$ cat src/rtl/mux_8_1_tdm_tx.sv
// 8-to-1 TDM serial transmitter: one bit per clock plus a one-hot slot select.
// Define MUX_8_1_TDM_TX_PARITY_EN to append an even-parity slot 8 to each frame.
module mux_8_1_tdm_tx #(
  parameter logic IDLE_A = 1'b0
) (
  input  logic       i_clk,
  input  logic       i_rst,
  input  logic [7:0] i_data,
  input  logic       i_valid,
  output logic       o_ready,
  output logic       o_a,
  output logic [7:0] o_sel_code,
  output logic       o_frame,
  output logic       o_busy
);

`ifdef MUX_8_1_TDM_TX_PARITY_EN
  localparam logic [3:0] LAST = 4'd8;
`else
  localparam logic [3:0] LAST = 4'd7;
`endif

  typedef enum logic {IDLE, SEND} state_t;

  state_t     r_state;
  state_t     w_nxt_state;
  logic [7:0] r_hold;
  logic       r_hold_full;
  logic       w_nxt_hold_full;
  logic [7:0] r_shr;
  logic [7:0] w_nxt_shr;
  logic [3:0] r_slot;
  logic [3:0] w_nxt_slot;
  logic       w_acc;
  logic       w_load;
  logic       w_nxt_a;
  logic [7:0] w_nxt_sel;
  logic       w_nxt_frame;
  logic       w_nxt_busy;

  assign o_ready = ~r_hold_full & ~i_rst;
  assign w_acc   = i_valid & o_ready;

  always_comb begin
    w_nxt_state = r_state;
    w_nxt_slot  = r_slot;
    w_nxt_shr   = r_shr;
    w_load      = 1'b0;
    unique case (r_state)
      IDLE: w_load = r_hold_full;
      SEND: begin
        if (r_slot != LAST)
          w_nxt_slot = r_slot + 4'd1;
        else if (r_hold_full)
          w_load = 1'b1;
        else
          w_nxt_state = IDLE;
      end
    endcase
    if (w_load) begin
      w_nxt_shr   = r_hold;
      w_nxt_slot  = 4'd0;
      w_nxt_state = SEND;
    end
    // a same-edge accept refills hold while the reload takes the old word
    w_nxt_hold_full = w_acc | (r_hold_full & ~w_load);
  end

  // outputs are registered from next-state values so they align with slot
  always_comb begin
    w_nxt_a     = IDLE_A;
    w_nxt_sel   = 8'h00;
    w_nxt_frame = 1'b0;
    w_nxt_busy  = 1'b0;
    if (w_nxt_state == SEND) begin
      w_nxt_busy  = 1'b1;
      w_nxt_frame = (w_nxt_slot == 4'd0);
      if (w_nxt_slot[3]) begin
        w_nxt_a = ^w_nxt_shr;
      end else begin
        w_nxt_a   = w_nxt_shr[w_nxt_slot[2:0]];
        w_nxt_sel = 8'h01 << w_nxt_slot[2:0];
      end
    end
  end

  always_ff @(posedge i_clk or posedge i_rst) begin
    if (i_rst) begin
      r_state     <= IDLE;
      r_hold      <= 8'h00;
      r_hold_full <= 1'b0;
      r_shr       <= 8'h00;
      r_slot      <= 4'd0;
    end else begin
      r_state     <= w_nxt_state;
      r_hold_full <= w_nxt_hold_full;
      r_shr       <= w_nxt_shr;
      r_slot      <= w_nxt_slot;
      if (w_acc)
        r_hold <= i_data;
    end
  end

  always_ff @(posedge i_clk or posedge i_rst) begin
    if (i_rst) begin
      o_a        <= IDLE_A;
      o_sel_code <= 8'h00;
      o_frame    <= 1'b0;
      o_busy     <= 1'b0;
    end else begin
      o_a        <= w_nxt_a;
      o_sel_code <= w_nxt_sel;
      o_frame    <= w_nxt_frame;
      o_busy     <= w_nxt_busy;
    end
  end

endmodule

$ cat config.mk
export PLATFORM = sky130hd
export DESIGN_NAME = mux_8_1_tdm_tx
export DESIGN_NICKNAME = d
export VERILOG_FILES = /design/src/rtl/mux_8_1_tdm_tx.sv
export SDC_FILE = /design/constraint.sdc
export NUM_CORES = 1
export LEC_CHECK = 0
export CAP_MARGIN = 20
export CORE_MARGIN = 3
export CORE_UTILIZATION = 52
export DETAILED_ROUTE_END_ITERATION = 12
export PLACE_DENSITY = 0.77
export SLEW_MARGIN = 10
export SYNTH_ARGS = -nofsm -noshare
export SYNTH_HDL_FRONTEND = slang
export SYNTH_SLANG_ARGS = --single-unit
$ cat constraint.sdc
create_clock -name i_clk -period 2.2 [get_ports i_clk]
set_input_delay 0.22 -clock i_clk [delete_from_list [all_inputs] [get_ports i_clk]]
set_output_delay 0.22 -clock i_clk [all_outputs]
set_load 0.005 [all_outputs]
==> flow_metrics.tcl, run 1 <==
set metrics [dict create \
    portBuffers 22 \
    cap_violations 0 \
    grt_overflow 0 \
    ys_ff_latch 32 \
    critPathKind "flip-flop to flip-flop" \
    slew_viol_final 0 \
    path_clk_slew_ps 100 \
    fp.dieW_um 59.8 \
    combPwrFrac_pct 53.1 \
    dr.pass1.iters 4 \
    pre_cts_slack_ps 207 \
    fmax_mhz 494 \
    layout_setup_ws_ps 176 \
    grt_use_total_pct 18.7 \
    cp-end-kind "flip-flop" \
    start_util_pct 57.7 \
    place_congestion 0.886 \
    area_growth_pct 20.3 \
    synth-async-reset-ratio_pct 100 \
    fin_nets 164 \
    maxSlewHeadroom_pct 73.2 \
    skew_ps 10.5 \
    postCtsHoldBufs 0 \
    p_switching_w 0.00123 \
    synth_ff_type "dfrtp_1" \
    postSynthCellCount 126 \
    place_area_um2 1750 \
    syn_nets 138 \
    ir_worst_vdd_v 0.000985 \
    seqPwrFrac_pct 35.5 \
    fp.dieH_um 59.8 \
    hold_path_class "primary input to async pin" \
    post_cts_buffers 0 \
    cts-root-buf "clkbuf_4" \
    switching_share_pct 40.4 \
    p_leak_nw 0.805 \
    hpwl_mm 2.16 \
    worstSetupStartpointType "flip-flop" \
    io_pins 23 \
    p_per_area_nw_per_um2 1680 \
    ctsHtreeMaxLevel 2 \
    synth-edff-count 0 \
    synthDistinctLibCells 39 \
    grt_first_pass_wirelength_mm 4.89 \
    worst_slew_pin_slew_ps 401 \
    power.internal_w 0.00181 \
    fin_tns_setup_ps 0 \
    fill_cells 206 \
    final_common_cell "dfrtp_1" \
    report.final.setup_viol 0 \
    ant_nets 0 \
    finalCritPeriodShare_pct 92.0 \
    critical_path.max_fanout 9 \
    core_area_um2 2610 \
    routed_wl_mm 2.81 \
    cts.sinks 32 \
    drt_iter0_drc 28 \
    arrival_ps 2250 \
    yosys_warnings 0 \
    drc 0 \
    cts_buffers 5 \
    final_area_um2 1810 \
    vias 1052 \
    antenna-diode-count 0 \
    hold_violations 0 \
    rsz0062_at_grt "false" \
    grt_pass1_vias 1062 \
    cts_tree "done" \
    wl_per_cell_um 15.3 \
    num_rows 18 \
    p_clk_share_pct 11.4 \
    cts_buffer_depth 2 \
    syn-cell-area_um2 1510 \
    critPathRequiredTime_ps 2430 \
    antenna_found_initial 0 \
    clk_latency_ps 330 \
    ys_seq_area_share_pct 53.1 \
    layout_min_cycle_time_ps 2020 \
    via_per_inst 5.75 \
    ctsResizeCount 0 \
    die-area_um2 3580 \
    avgSynthCellArea_um2 12.0 \
    drive_above_1_share_pct 22.9 \
    final_util_pct 69.4 \
    grt_max_degree 33 \
    layout_common_cells "dfrtp_1, clkdlybuf4s50_1, mux2_2" \
    status "complete, no violations" \
]
state kept, by name (all words and copies together), names as in the netlist:
| name | flops |
|---|---|
| o_a | 1 |
| o_busy | 1 |
| o_frame | 1 |
| o_sel_code | 8 |
| r_hold | 8 |
| r_hold_full | 1 |
| r_shr | 8 |
| r_slot | 4 |
power by group through the flow:
stage               Clock (W)  Sequential (W)  Combinational (W)
floorplan                   0         0.00101            0.00129
global placement            0         0.00108            0.00159
detailed placement          0         0.00109            0.00162
CTS                  0.000357         0.00108            0.00163
global route         0.000376         0.00112            0.00183
finish               0.000347         0.00108            0.00162
final timing paths:
check	start	endpoint	slack [ps]	cells after the start
max reg2reg	r_slot[0]$_DFF_PP0_	o_a$_DFF_PP0_	180	7
min reg2reg	r_hold[5]$_DFFE_PP0P_	r_hold[5]$_DFFE_PP0P_	510	1
min in group i_clk	i_data[6]	r_hold[6]$_DFFE_PP0P_	490	2
min	i_rst	r_slot[0]$_DFF_PP0_	290	3
max	r_slot[0]$_DFF_PP0_	o_a$_DFF_PP0_	180	7
max in group asynchronous	i_rst	r_hold[0]$_DFFE_PP0P_	1620	3
critical path, cell delays in order, from the launching register on:
cell     delay (ps)
dfrtp_1         500
ha_1            330
and3b_4         270
nor2_2           60
a21oi_1         230
a22oi_1         120
o221a_1         230
o21a_1          160
per-stage QoR:
stage	cells	power [W]	hold WS, ps
final	183	0.00304	285
after global routing	183	0.00332	335
after CTS	183	0.00307	278
after detailed placement	175	0.00272	493
after floorplan	126	0.00230	336
after global placement	175	0.00267	484
cells in the mapped netlist (all sizes together) (2+ instances only):
| master | n | area, um^2 |
|---|---|---|
| nand3 | 2 | 15.0 |
| a21oi | 6 | 45.1 |
| xnor2 | 7 | 61.3 |
| a21o | 2 | 15.0 |
| nand3b | 2 | 27.5 |
| dfrtp | 32 | 801 |
| buf | 4 | 20.0 |
| mux2i | 2 | 20.0 |
| inv | 9 | 33.8 |
| a31oi | 2 | 18.8 |
| mux2 | 16 | 180 |
| nor3 | 9 | 50.1 |
| nand2 | 9 | 36.3 |
| o221ai | 2 | 17.5 |
| a22oi | 2 | 15.0 |
| o21ai | 3 | 15.0 |
| nor4 | 2 | 18.8 |
| nor2 | 3 | 13.8 |
layer usage:
| layer | up-vias | track usage (%) | wire length, um |
|---|---|---|---|
| met4 | 0 | 7.91 | 47 |
| met2 | 36 | 32.1 | 1440 |
| li1 | 496 | - | - |
| met5 | - | 0 | 0 |
| met3 | 7 | 5.83 | 148 |
| met1 | 513 | 21.3 | 1170 |
logic make-up (layout without fill, tap and decap cells):
group / count (synthesis) / in the layout / synth area share [%]
XOR/XNOR: 8 / 8 / 4.65
flip-flops: 32 / 32 / 53.1
multiplexers: 18 / 18 / 13.3
AND/OR/NAND/NOR: 33 / 33 / 13.8
adder cells (fa/ha/maj): 1 / 1 / 0.830
AO/OA/AOI/OAI: 21 / 21 / 10.8
buffers and inverters: 13 / 40 / 3.57
layout make-up:
| cell class | count | area (um^2) | area share, % |
|---|---|---|---|
| multi-input combinational | 81 | 653 | 36.0 |
| clock buffer | 6 | 51.3 | 2.83 |
| tap | 30 | 37.5 | 2.07 |
| sequential | 32 | 801 | 44.1 |
| timing repair buffer | 23 | 228 | 12.6 |
| inverter | 9 | 33.8 | 1.86 |
| clock inverter | 2 | 10.0 | 0.552 |
Power figures use the tool's default switching activity.
==> inputs of run 2 (changes only) <==
Settings changed: CELL_PAD_IN_SITES_DETAIL_PLACEMENT set to 1, CELL_PAD_IN_SITES_GLOBAL_PLACEMENT set to 2, CORE_UTILIZATION 52 to 35, HOLD_SLACK_MARGIN set to 0.02, PLACE_DENSITY 0.77 to not set, PLACE_DENSITY_LB_ADDON set to 0.1.
==> flow_metrics.tcl, run 2 (synthesized netlist as in run 1, its figures left out) <==
set metrics [dict create \
    path_clk_slew_ps 70 \
    layout_min_cycle_time_ps 2020 \
    maxSlewHeadroom_pct 72.4 \
    fin_nets 165 \
    p_leak_nw 0.826 \
    fill_cells 429 \
    cts.sinks 32 \
    hold_path_class "primary input to async pin" \
    cts_buffer_depth 2 \
    cp_top_family "compound AO/OA/AOI/OAI gates" \
    worstSetupStartpointType "flip-flop" \
    dr.pass1.iters 4 \
    fp.dieW_um 71.6 \
    vias 1056 \
    power.total_w 0.00332 \
    reg2reg_to "o_a$_DFF_PP0_" \
    dr_wl_met3_um 126 \
    clk_latency_ps 280 \
    skew_ps 4.27 \
    fin_tns_setup_ps 0 \
    cts_tree "done" \
    p_per_area_nw_per_um2 1750 \
    ant_nets 0 \
    io_pins 23 \
    grt_use_total_pct 15.2 \
    path_cells "ha_2, and3b_4, nor2_2, a21oi_1, a22oi_1, o221a_1, o21a_1" \
    drive_above_1_share_pct 23.4 \
    ff2ff_setup_slack_ps 180 \
    core_area_um2 4090 \
    max_stage_delay_ps 520 \
    cap_violations 0 \
    ir_worst_vdd_v 0.000680 \
    cts-root-buf "clkbuf_8" \
    crit_buf_inv 0 \
    route.met2.wl_mm 1.75 \
    via_per_inst 5.18 \
    pre_cts_slack_ps 183 \
    wl_per_cell_um 16.1 \
    status "complete, no violations" \
    grt_overflow 0 \
    antenna_found_initial 0 \
    cp-end-kind "flip-flop" \
    start_util_pct 36.9 \
    grt_pass1_vias 1136 \
    hold_violations 0 \
    layout.cells.non_filler 204 \
    portBuffers 22 \
    worst_slew_pin_slew_ps 414 \
    post_cts_buffers 0 \
    finalCritPeriodShare_pct 91.6 \
    place_congestion 0.812 \
    critical_path.max_fanout 9 \
    worstReg2RegStart "r_slot[0]$_DFF_PP0_" \
    critical_path_cell_count 7 \
    layout_common_cells "dfrtp_1, clkdlybuf4s50_1, mux2_2" \
    top_layer "met4" \
    multi_input_area_um2 656 \
    die-area_um2 5130 \
    grt_first_pass_wirelength_mm 5.82 \
    drt_iter0_drc 43 \
    ctsHtreeMaxLevel 2 \
    slowest_stage "dfrtp_1" \
    rsz0062_at_grt "false" \
    dp_cells 196 \
    routed_wl_mm 3.29 \
    arrival_ps 2190 \
    reg_top3 "o_sel_code (8), r_hold (8), r_shr (8)" \
    layout_setup_ws_ps 185 \
    hpwl_mm 2.47 \
    grt_max_degree 33 \
    reg2reg_depth 7 \
    antenna-diode-count 0 \
    critPathRequiredTime_ps 2370 \
    seqCellArea_um2 801 \
    area_growth_pct 25.7 \
    slew_viol_final 0 \
    final_common_cell "dfrtp_1" \
    num_rows 23 \
    report.final.setup_viol 0 \
    drc 0 \
    cts_buffers 5 \
    fmax_mhz 496 \
    drt-met1-wl_mm 1.35 \
    critPathKind "flip-flop to flip-flop" \
    fp.dieH_um 71.6 \
]
run 2: per-layer routing:
| metal | vias to the layer above | global-route usage [%] |
|---|---|---|
| met2 | 21 | 26.4 |
| met4 | 0 | 5.64 |
| li1 | 494 | - |
| met5 | - | 0 |
| met3 | 7 | 4.21 |
| met1 | 534 | 17.8 |
run 2: report_power, final:
part	internal, W	leakage, nW	switching, W
registers	0.000854	0.392	0.000239
clock network	0.000336	0.0552	0.000213
logic	0.000834	0.378	0.000841
total	0.00202	0.826	0.00129
run 2: worst reg2reg max path: stages, from the launching register on:
cell and delay [ps]:
dfrtp_1 520, ha_2 300, and3b_4 260, nor2_2 70, a21oi_1 230, a22oi_1 120, o221a_1 240, o21a_1 170
run 2: per-stage QoR:
step                      hold WS (ps)  utilization [%]  area, um^2
final                              350             46.4        1900
after floorplan                    336                -        1510
after global routing               402             46.4        1900
after CTS                          364             46.3        1890
after detailed placement           492             43.7        1790
after global placement             486             43.7        1790
run 2: timing repair:
item | CTS | global route
gates resized for setup | 0 | 1
setup endpoints to repair | 0 | 1
hold buffers | 0 | 0
endpoints found under the hold margin | 0 | 0
run 2: area by class of cell:
class,instances,area share [%]
Tap cell,50,3.30
Timing Repair Buffer,24,12.4
Inverter,9,1.78
Clock buffer,6,3.83
Multi-Input combinational cell,81,34.6
Sequential cell,32,42.2
Clock inverter,2,1.85
run 2: worst max path at each step:
stage | start | end | slack (ps)
6_report | r_slot[0]$_DFF_PP0_ | o_a$_DFF_PP0_ | 180
5_1_grt | r_slot[0]$_DFF_PP0_ | o_a$_DFF_PP0_ | 60
4_1_cts | r_slot[0]$_DFF_PP0_ | o_a$_DFF_PP0_ | 160
3_5_place_dp | r_slot[0]$_DFF_PP0_ | o_a$_DFF_PP0_ | 180
3_3_place_gp | r_slot[0]$_DFF_PP0_ | o_a$_DFF_PP0_ | 260
2_1_floorplan | r_slot[0]$_DFF_PP0_ | o_a$_DFF_PP0_ | 430
